**src/rtl/ben_cpu_pkg.sv**
```systemverilog
// ---------------------------------------------------------------------------
// ben_cpu_pkg
// Shared constants for the ben_cpu control path: opcode encodings, control
// word bit positions, microcode length and the canonical control words that
// the microcode ROM and the control unit assemble from those bits.
// No ports (package).
// ---------------------------------------------------------------------------
package ben_cpu_pkg;

  // Control word width and step counter sizing
  localparam int CTRL_W    = 16;
  localparam int NUM_STEPS = 5;
  localparam int STEP_W    = 3;

  typedef logic [CTRL_W-1:0] ctrl_word_t;

  // Opcodes (IR[7:4])
  localparam logic [3:0] OP_NOP = 4'h0;
  localparam logic [3:0] OP_LDA = 4'h1;
  localparam logic [3:0] OP_ADD = 4'h2;
  localparam logic [3:0] OP_SUB = 4'h3;
  localparam logic [3:0] OP_STA = 4'h4;
  localparam logic [3:0] OP_LDI = 4'h5;
  localparam logic [3:0] OP_JMP = 4'h6;
  localparam logic [3:0] OP_JC  = 4'h7;
  localparam logic [3:0] OP_JZ  = 4'h8;
  localparam logic [3:0] OP_OUT = 4'he;
  localparam logic [3:0] OP_HLT = 4'hf;

  // Control line bit positions
  localparam int CTL_HLT = 15;
  localparam int CTL_MI  = 14;
  localparam int CTL_RI  = 13;
  localparam int CTL_RO  = 12;
  localparam int CTL_IO  = 11;
  localparam int CTL_II  = 10;
  localparam int CTL_AI  = 9;
  localparam int CTL_AO  = 8;
  localparam int CTL_EO  = 7;
  localparam int CTL_SU  = 6;
  localparam int CTL_BI  = 5;
  localparam int CTL_OI  = 4;
  localparam int CTL_CE  = 3;
  localparam int CTL_CO  = 2;
  localparam int CTL_J   = 1;
  localparam int CTL_FI  = 0;

  // One-hot control word with a single line asserted
  function automatic ctrl_word_t ctl_bit(input int idx);
    ctl_bit = {{(CTRL_W-1){1'b0}}, 1'b1} << idx;
  endfunction

  // Microcode words used by the ROM
  localparam ctrl_word_t CW_NONE     = {CTRL_W{1'b0}};
  localparam ctrl_word_t CW_FETCH_PC = ctl_bit(CTL_CO) | ctl_bit(CTL_MI);
  localparam ctrl_word_t CW_FETCH_IR = ctl_bit(CTL_RO) | ctl_bit(CTL_II) | ctl_bit(CTL_CE);
  localparam ctrl_word_t CW_IR_MAR   = ctl_bit(CTL_IO) | ctl_bit(CTL_MI);
  localparam ctrl_word_t CW_RAM_A    = ctl_bit(CTL_RO) | ctl_bit(CTL_AI);
  localparam ctrl_word_t CW_RAM_B    = ctl_bit(CTL_RO) | ctl_bit(CTL_BI);
  localparam ctrl_word_t CW_ALU_ADD  = ctl_bit(CTL_EO) | ctl_bit(CTL_AI) | ctl_bit(CTL_FI);
  localparam ctrl_word_t CW_ALU_SUB  = CW_ALU_ADD | ctl_bit(CTL_SU);
  localparam ctrl_word_t CW_A_RAM    = ctl_bit(CTL_AO) | ctl_bit(CTL_RI);
  localparam ctrl_word_t CW_IR_A     = ctl_bit(CTL_IO) | ctl_bit(CTL_AI);
  localparam ctrl_word_t CW_JUMP     = ctl_bit(CTL_IO) | ctl_bit(CTL_J);
  localparam ctrl_word_t CW_A_OUT    = ctl_bit(CTL_AO) | ctl_bit(CTL_OI);
  localparam ctrl_word_t CW_HALT     = ctl_bit(CTL_HLT);

endpackage

```
**src/rtl/ben_microcode_rom.sv**
```systemverilog
// ---------------------------------------------------------------------------
// ben_microcode_rom
// Purely combinational microcode decode: (T-step, opcode, carry, zero) to the
// 16-bit control word. Halt override and sequencing live in the control unit.
// Ports:
//   i_step    [2:0]  current T-step (0..4)
//   i_opcode  [3:0]  IR[7:4]
//   i_flag_c         carry flag
//   i_flag_z         zero flag
//   o_ctrl    [15:0] control word for this step
// ---------------------------------------------------------------------------
module ben_microcode_rom
  import ben_cpu_pkg::*;
(
  input  logic [STEP_W-1:0] i_step,
  input  logic [3:0]        i_opcode,
  input  logic              i_flag_c,
  input  logic              i_flag_z,
  output logic [CTRL_W-1:0] o_ctrl
);

  // Step/opcode decode; unlisted opcodes fall through to an empty word
  always_comb begin
    o_ctrl = CW_NONE;
    case (i_step)
      3'd0: o_ctrl = CW_FETCH_PC;
      3'd1: o_ctrl = CW_FETCH_IR;
      3'd2: begin
        case (i_opcode)
          OP_LDA, OP_ADD, OP_SUB, OP_STA: o_ctrl = CW_IR_MAR;
          OP_LDI:  o_ctrl = CW_IR_A;
          OP_JMP:  o_ctrl = CW_JUMP;
          OP_JC: begin
            if (i_flag_c) o_ctrl = CW_JUMP;
            else          o_ctrl = CW_NONE;
          end
          OP_JZ: begin
            if (i_flag_z) o_ctrl = CW_JUMP;
            else          o_ctrl = CW_NONE;
          end
          OP_OUT:  o_ctrl = CW_A_OUT;
          OP_HLT:  o_ctrl = CW_HALT;
          default: o_ctrl = CW_NONE;
        endcase
      end
      3'd3: begin
        case (i_opcode)
          OP_LDA:  o_ctrl = CW_RAM_A;
          OP_ADD, OP_SUB: o_ctrl = CW_RAM_B;
          OP_STA:  o_ctrl = CW_A_RAM;
          OP_HLT:  o_ctrl = CW_HALT;
          default: o_ctrl = CW_NONE;
        endcase
      end
      3'd4: begin
        case (i_opcode)
          OP_ADD:  o_ctrl = CW_ALU_ADD;
          OP_SUB:  o_ctrl = CW_ALU_SUB;
          OP_HLT:  o_ctrl = CW_HALT;
          default: o_ctrl = CW_NONE;
        endcase
      end
      default: o_ctrl = CW_NONE;
    endcase
  end

endmodule

```
**src/rtl/ben_control_unit.sv**
```systemverilog
// ---------------------------------------------------------------------------
// ben_control_unit
// Step-tick divider, 5-state T-step sequencer and halt latch for ben_cpu.
// The control word is decoded by ben_microcode_rom and overridden to HLT
// while halted.
// Ports:
//   i_clk, i_rst      clock, asynchronous active-high reset
//   i_opcode  [3:0]   IR[7:4]
//   i_flag_c/_z       carry / zero flag registers
//   o_ctrl    [15:0]  control word (combinational from step/opcode/flags/halt)
//   o_tick            one-cycle step strobe (registered)
//   o_step    [2:0]   current T-step
//   o_halted          halt latch
// ---------------------------------------------------------------------------
module ben_control_unit
  import ben_cpu_pkg::*;
#(
  parameter int CLK_DIV = 1
) (
  input  logic              i_clk,
  input  logic              i_rst,
  input  logic [3:0]        i_opcode,
  input  logic              i_flag_c,
  input  logic              i_flag_z,
  output logic [CTRL_W-1:0] o_ctrl,
  output logic              o_tick,
  output logic [STEP_W-1:0] o_step,
  output logic              o_halted
);

  // CLK_DIV=1 still needs a 1-bit counter that simply stays at 0
  localparam int                DIV_W     = (CLK_DIV > 1) ? $clog2(CLK_DIV) : 1;
  localparam logic [DIV_W-1:0]  DIV_LAST  = DIV_W'(CLK_DIV - 1);
  localparam logic [STEP_W-1:0] STEP_LAST = STEP_W'(NUM_STEPS - 1);
  localparam logic [STEP_W-1:0] STEP_HLT  = 3'd2;

  logic [DIV_W-1:0]  div_q, div_d;
  logic              tick_q, tick_d;
  logic [STEP_W-1:0] step_q, step_d;
  logic              halted_q, halted_d;
  logic [CTRL_W-1:0] rom_ctrl;

  // Step sequencing; a halt at T2 wins over the increment and freezes the step
  always_comb begin
    step_d   = step_q;
    halted_d = halted_q;
    if (tick_q && !halted_q) begin
      if ((step_q == STEP_HLT) && (i_opcode == OP_HLT)) begin
        halted_d = 1'b1;
      end else if (step_q == STEP_LAST) begin
        step_d = {STEP_W{1'b0}};
      end else begin
        step_d = step_q + 3'd1;
      end
    end else begin
      step_d   = step_q;
      halted_d = halted_q;
    end
  end

  // Divider; uses the next halt state so no tick escapes on the halting edge
  always_comb begin
    div_d  = div_q;
    tick_d = 1'b0;
    if (halted_d) begin
      div_d  = div_q;
      tick_d = 1'b0;
    end else if (div_q == DIV_LAST) begin
      div_d  = {DIV_W{1'b0}};
      tick_d = 1'b1;
    end else begin
      div_d  = div_q + DIV_W'(1);
      tick_d = 1'b0;
    end
  end

  // State registers
  always_ff @(posedge i_clk or posedge i_rst) begin
    if (i_rst) begin
      div_q    <= {DIV_W{1'b0}};
      tick_q   <= 1'b0;
      step_q   <= {STEP_W{1'b0}};
      halted_q <= 1'b0;
    end else begin
      div_q    <= div_d;
      tick_q   <= tick_d;
      step_q   <= step_d;
      halted_q <= halted_d;
    end
  end

  ben_microcode_rom u_rom (
    .i_step   (step_q),
    .i_opcode (i_opcode),
    .i_flag_c (i_flag_c),
    .i_flag_z (i_flag_z),
    .o_ctrl   (rom_ctrl)
  );

  assign o_ctrl   = halted_q ? CW_HALT : rom_ctrl;
  assign o_tick   = tick_q;
  assign o_step   = step_q;
  assign o_halted = halted_q;

endmodule

```
**config.mk**
```make
export PLATFORM = sky130hd
export DESIGN_NAME = ben_control_unit
export DESIGN_NICKNAME = d
export VERILOG_FILES = /design/src/rtl/ben_cpu_pkg.sv /design/src/rtl/ben_microcode_rom.sv /design/src/rtl/ben_control_unit.sv
export SDC_FILE = /design/constraint.sdc
export NUM_CORES = 1
export LEC_CHECK = 0
export CELL_PAD_IN_SITES_DETAIL_PLACEMENT = 1
export CELL_PAD_IN_SITES_GLOBAL_PLACEMENT = 1
export CORE_MARGIN = 2
export CORE_UTILIZATION = 28
export CTS_CLUSTER_DIAMETER = 200
export DETAILED_ROUTE_END_ITERATION = 8
export GPL_TIMING_DRIVEN = 0
export PLACE_DENSITY = 0.77
export SYNTH_ARGS = -nofsm -noshare
export SYNTH_HDL_FRONTEND = slang
export SYNTH_SLANG_ARGS = --single-unit
export TNS_END_PERCENT = 100
```
**constraint.sdc**
```tcl
create_clock -name i_clk -period 2.2 [get_ports i_clk]
set_input_delay 0.33 -clock i_clk [delete_from_list [all_inputs] [get_ports i_clk]]
set_output_delay 0.33 -clock i_clk [all_outputs]
set_load 0.05 [all_outputs]
```
==> qor.yml, run 1 <==
pwr:
  p_leak_nw: 0.497
  swShare: 0.560
  power_frac_comb: 0.792
  seqPwrFrac: 0.144
  power_density_nw_per_um2: 1330
  irDropWorstVdd_v: 0.000861
  pwr-share-clk: 0.064
  p_sw_mw: 0.874
  power_mw: 1.56
  intPower_mw: 0.687
clock_tree:
  root_buffer: "clkbuf_4"
  cts_made_buffers: 3
  postCtsHoldBufs: 0
  htree_levels: 1
  clock-sinks: 5
  ctsLongestPathBuffers: 2
  cts_tree: "done"
  clk-insertion-delay-late_ns: 0.23
  clk_pin_slew_worst_paths_ns: 0.04
yosys:
  synth.area.top_cells: "dfrtp_1, ha_1, a21oi_1, nand2_1, inv_1"
  yosysTopAreaCell: "dfrtp_1"
  synth_warnings: 0
  synth_async_sr_flop_share: 1.00
  syn_nets: 95
  synth_ff_type: "dfrtp_1"
  synth_top_area_frac: 0.199
  synth_cell_types: 36
  yosys-top-cells-count: "nand2_1, inv_1, a21oi_1, nor2_1"
  synth.most_common_cell: "nand2_1"
  avgSynthCellArea_um2: 7.68
  ys_ff_latch: 5
  syn-instance-count: 82
  ys_seq_area_frac: 0.199
  netlist_area_um2: 629
  synth_edf_count: 0
routing:
  dr.pass1.iters: 1
  wl_per_cell_um: 14.5
  dr_total_vias: 754
  routed_via_density: 5.13
  drtIter0Drc: 0
  drtAntennaViolNets: 0
  wl_um: 2130
  drc_errors: 0
sta:
  fin_crit_sh: 1.02
  holdWs_ns: 0.300
  max_freq_mhz: 445
  slew_violations: 0
  maxSlewHeadroom: 0.665
  period_minus_slack_ns: 2.25
  finalSetupViolCount: 1
  max_slew.worst_pin.slew_ns: 0.502
  setup_ws_ns: -0.0466
  hold_violations: 0
  rsz0062_at_grt: "yes"
  fin_skew_ns: 0.00274
floorplanning:
  rows: 17
  die_area_um2: 2640
  fp.dieW_um: 51.4
  fp.dieH_um: 51.4
  core_um2: 2170
  initial_core_util: 0.290
  io_pins: 29
placed_design:
  io_buffer_count: 27
  gp_congestion: 0.760
  hpwl_um: 1650
  place_area_um2: 1060
  placement.setup.worst_slack_ns: -0.816
setup_path:
  worst_r2r_endpoint: "o_step[2]$_DFFE_PP0P_"
  end_kind: "output pin"
  reg2reg_slack_ns: 0.85
  critical_path.max_fanout: 5
  crit_start: "o_step[0]$_DFFE_PP0P_"
  worstSetupPathType: "flop to output pin"
  critPathArrivalTime_ns: 1.92
  cp-start-kind: "flop"
  r2r_cells: 5
  cp.required_ns: 1.87
  r2r-start: "o_step[1]$_DFFE_PP0P_"
finish:
  final_nets: 133
  post-route-util: 0.540
  antenna-diode-count: 0
  syn_to_final_growth_pct: 86.1
  drive_above_1_share: 0.513
  fin_area_um2: 1170
  fill_cells: 263
global_route:
  grt_pass1_vias: 781
  grt_use_total: 0.181
  grt_pass1_wl_um: 3570
  grt-ovfl-total: 0
  grt_max_degree: 11
  antenna_found_initial: 0
run:
  drv_cap: 0
min_path:
  hold_path.class: "input port to asynchronous set/reset pin"
status:
  status: "finished with violations"
  violations: "setup timing"
-- routing by layer --
metal | part of all wire | GRT usage
met4 | 0.0052 | 0.0658
met2 | 0.57 | 0.346
met5 | 0 | 0
met1 | 0.38 | 0.201
met3 | 0.038 | 0.0205
-- flip-flops by register name, summed over array words and instances, names as in the netlist --
name      count
o_tick        1
o_step        3
o_halted      1
-- critical path, stage by stage (launching register included) --
cell	delay [ns]
dfrtp_2	0.42
ha_4	0.17
ha_4	0.15
or2b_1	0.22
a2111o_1	0.41
a21oi_4	0.16
buf_6	0.17
-- through the flow --
stage               instances  TNS (ns)
floorplan                  82   -0.0577
global placement          137     -7.51
detailed placement        137     -7.57
CTS                       144   -0.0986
global route              147    -0.159
finish                    147   -0.0466
-- final cells by class --
cell class,instances,area (µm²),area share
inverters,7,31.3,0.0267
multi-input cells,63,593,0.506
flip-flops and latches,5,129,0.110
repair buffers,34,303,0.259
plain buffers,6,53.8,0.0459
clock buffers,4,26.3,0.0224
well taps,28,35.0,0.0299
-- repair_timing --
action | 4_1_cts | 5_1_grt
gates resized for setup | 86 | 20
setup buffers | 4 | 3
pin swaps | 4 | 4
setup endpoints to repair | 16 | 12
endpoints found under the hold margin | 0 | 0
-- cells by family after synthesis --
| family | Yosys count | share of synthesized area |
|---|---|---|
| simple gates | 37 | 0.334 |
| compound gates | 20 | 0.227 |
| buf+inv | 14 | 0.125 |
| fa+ha+maj | 5 | 0.0994 |
| flops | 5 | 0.199 |
| mux | 1 | 0.0159 |
-- worst max-delay path by stage --
stage	endpoint	cells past startpoint
final	o_ctrl[9]	6
after detailed placement	o_ctrl[7]	7
after global routing	o_ctrl[9]	6
after global placement	o_ctrl[7]	7
after CTS	o_ctrl[9]	6
after floorplan	o_ctrl[12]	4
-- placed cells by master (no fill, tap or decap), types with 2 or more instances in the layout --
master,n
nor3_2,3
buf_2,6
buf_4,10
inv_4,2
dfrtp_2,3
o21ai_1,2
dfrtp_1,2
nand2_1,7
dlygate4sd2_1,2
ha_2,2
ha_4,3
buf_6,8
clkbuf_4,3
inv_1,4
a21oi_1,4
nand3b_1,2
nor2_1,5
clkdlybuf4s50_1,9
or3_1,2
-- power groups by stage --
stage / clock network, mW / logic (mW) / registers (mW)
floorplan: 0 / 0.685 / 0.358
global placement: 0 / 1.13 / 0.220
detailed placement: 0 / 1.16 / 0.223
CTS: 0.105 / 1.20 / 0.229
global route: 0.113 / 1.32 / 0.240
finish: 0.100 / 1.24 / 0.225
(Power assumes the default switching activity.)
==> inputs of run 2 (changes only) <==
CAP_MARGIN = 20   (was not set)
==> results of run 2 <==
The final DEF is identical to that of run 1; final timing and power are the same.
==> inputs of run 3 (changes only) <==
CELL_PAD_IN_SITES_DETAIL_PLACEMENT = not set   (was 1)
CELL_PAD_IN_SITES_GLOBAL_PLACEMENT = not set   (was 1)
CORE_UTILIZATION = 40   (was 28)
PLACE_DENSITY = 0.76   (was 0.77)
==> run 3 against run 2 <==
The run still ends with setup timing left. Via count is 4.6% lower. Cell count is 9.5% lower. Global-route usage is 2.0 points higher. Fmax is 0.42% higher. Critical endpoint unchanged. Sequential cell count stayed put. Non-clock buffer count is 2 lower. Highest routed layer unchanged. Largest power group unchanged. Register-to-register slack better by 0.03 ns. Total power is 4.5% lower.
==> qor.yml, run 3 (synthesis results as in run 1) <==
status:
  status: "finished with violations"
  violations: "setup timing"
finish:
  multi_input_area_um2: 583
  syn_to_final_growth_pct: 75.7
  fin_area_um2: 1110
  post-route-util: 0.743
  fill_cells: 119
  largest_reg_flops: 3
  final_common_cell: "buf_4"
  drive_above_1_share: 0.470
  final_nets: 131
  final_cell_mix: "buf_4, clkdlybuf4s50_1, nand2_1"
  antenna-diode-count: 0
  regArea_um2: 129
routing:
  drtIter0Drc: 17
  dr_total_vias: 719
  wl_um: 1740
  routed_via_density: 5.41
  dr.pass1.iters: 3
  wl_per_cell_um: 13.1
  drc_errors: 0
  drtAntennaViolNets: 0
sta:
  holdWs_ns: 0.294
  rsz0062_at_grt: "yes"
  slew_violations: 0
  setup_ws_ns: -0.0372
  finalSetupViolCount: 2
  hold_violations: 0
  fin_skew_ns: 0.00145
  max_slew.worst_pin.slew_ns: 0.501
  maxSlewHeadroom: 0.665
  period_minus_slack_ns: 2.24
  fin_crit_sh: 1.02
  max_freq_mhz: 447
setup_path:
  reg2reg_slack_ns: 0.88
  r2r_cells: 5
  worst_r2r_endpoint: "o_step[2]$_DFFE_PP0P_"
  cp.required_ns: 1.87
  path_cells: "ha_4 -> ha_4 -> or2b_1 -> a2111o_1 -> a21oi_4 -> buf_6"
  critical_path.max_fanout: 5
  cp_slowest_stage_delay_ns: 0.41
  end_kind: "output pin"
  r2r-start: "o_step[1]$_DFFE_PP0P_"
  critPathArrivalTime_ns: 1.91
  crit_top_cell: "ha_4"
  cp-start-kind: "flop"
  cp_slowest_cell: "a2111o_1"
  endpoint: "o_ctrl[9]"
  worstSetupPathType: "flop to output pin"
  crit_start: "o_step[0]$_DFFE_PP0P_"
floorplanning:
  initial_core_util: 0.423
  core_um2: 1490
  io_pins: 29
  rows: 14
  die_area_um2: 1910
  fp.dieW_um: 43.7
  fp.dieH_um: 43.7
clock_tree:
  htree_levels: 1
  postCtsHoldBufs: 0
  clock-sinks: 5
  cts_made_buffers: 3
  clk-insertion-delay-late_ns: 0.24
  ctsLongestPathBuffers: 2
  clk_pin_slew_worst_paths_ns: 0.04
  cts_tree: "done"
  root_buffer: "clkbuf_4"
placed_design:
  placement.setup.worst_slack_ns: -0.773
  io_buffer_count: 27
  gp_congestion: 0.736
  place_area_um2: 1040
  hpwl_um: 1360
global_route:
  grt-ovfl-total: 0
  antenna_found_initial: 0
  grt_use_total: 0.201
  grt_max_degree: 11
  grt_pass1_wl_um: 2920
  grt_pass1_vias: 664
run:
  drv_cap: 0
min_path:
  hold_path.class: "input port to asynchronous set/reset pin"
pwr:
  p_leak_nw: 0.482
  irDropWorstVdd_v: 0.000992
  power_density_nw_per_um2: 1350
  power_mw: 1.49
run 3: changes by cell type in the layout (fill, tap and decap cells not counted), sizes merged:
cell / delta
buf: -2
clkdlybuf4s15: -2
clkbuf: +1
clkdlybuf4s50: +1
dlygate4sd2: +1
dlymetal6s2s: -1
run 3: metrics by stage:
stage	instances	setup TNS, ns
after CTS	131	-0.145
final	133	-0.0517
after global routing	133	-0.378
after global placement	125	-7.27
after floorplan	82	-0.0577
after detailed placement	125	-7.19
run 3: worst min-delay path by stage:
| stage | endpoint | slack (ns) | depth (start not counted) |
|---|---|---|---|
| 6_report | o_halted$_DFF_PP0_ | 0.29 | 2 |
| 5_1_grt | o_tick$_DFF_PP0_ | 0.32 | 2 |
| 4_1_cts | o_halted$_DFF_PP0_ | 0.29 | 2 |
| 3_5_place_dp | o_tick$_DFF_PP0_ | 0.50 | 1 |
| 3_3_place_gp | o_tick$_DFF_PP0_ | 0.49 | 1 |
| 2_1_floorplan | o_halted$_DFF_PP0_ | 0.11 | 1 |
run 3: metal layers:
metal,global-route usage,up-vias,wire length (µm)
met3,0.0250,2,52
met1,0.262,341,717
met2,0.329,17,963
li1,-,359,-
met5,0,-,0
met4,0.0909,0,10
run 3: power breakdown:
group	switching, mW	total (mW)	leakage [nW]	internal, mW
sequential	0.0739	0.218	0.0566	0.144
combinational	0.731	1.17	0.411	0.438
clock	0.0354	0.104	0.0150	0.0684
run 3: area by class of cell:
type	instances	area share
Buffer	6	0.0396
Clock buffer	4	0.0238
Inverter	7	0.0260
Multi-Input combinational cell	63	0.527
Sequential cell	5	0.117
Tap cell	16	0.0181
Timing Repair Buffer	32	0.249
run 3: timing repair:
action                                  in CTS  in global routing
gates resized for setup                     82                 14
endpoints found under the hold margin        0                  0
endpoints found under the setup margin      16                 11
setup buffers                                3                  2
pin swaps                                    4                  0
run 3: worst max-delay path, delay by kind of cell, from the launching register on:
family / cells / cell delay [ns]
AO/OA/AOI/OAI: 2 / 0.57
flip-flops: 1 / 0.39
adder cells (fa/ha/maj): 2 / 0.29
AND/OR/NAND/NOR: 1 / 0.23
buffers and inverters: 1 / 0.17
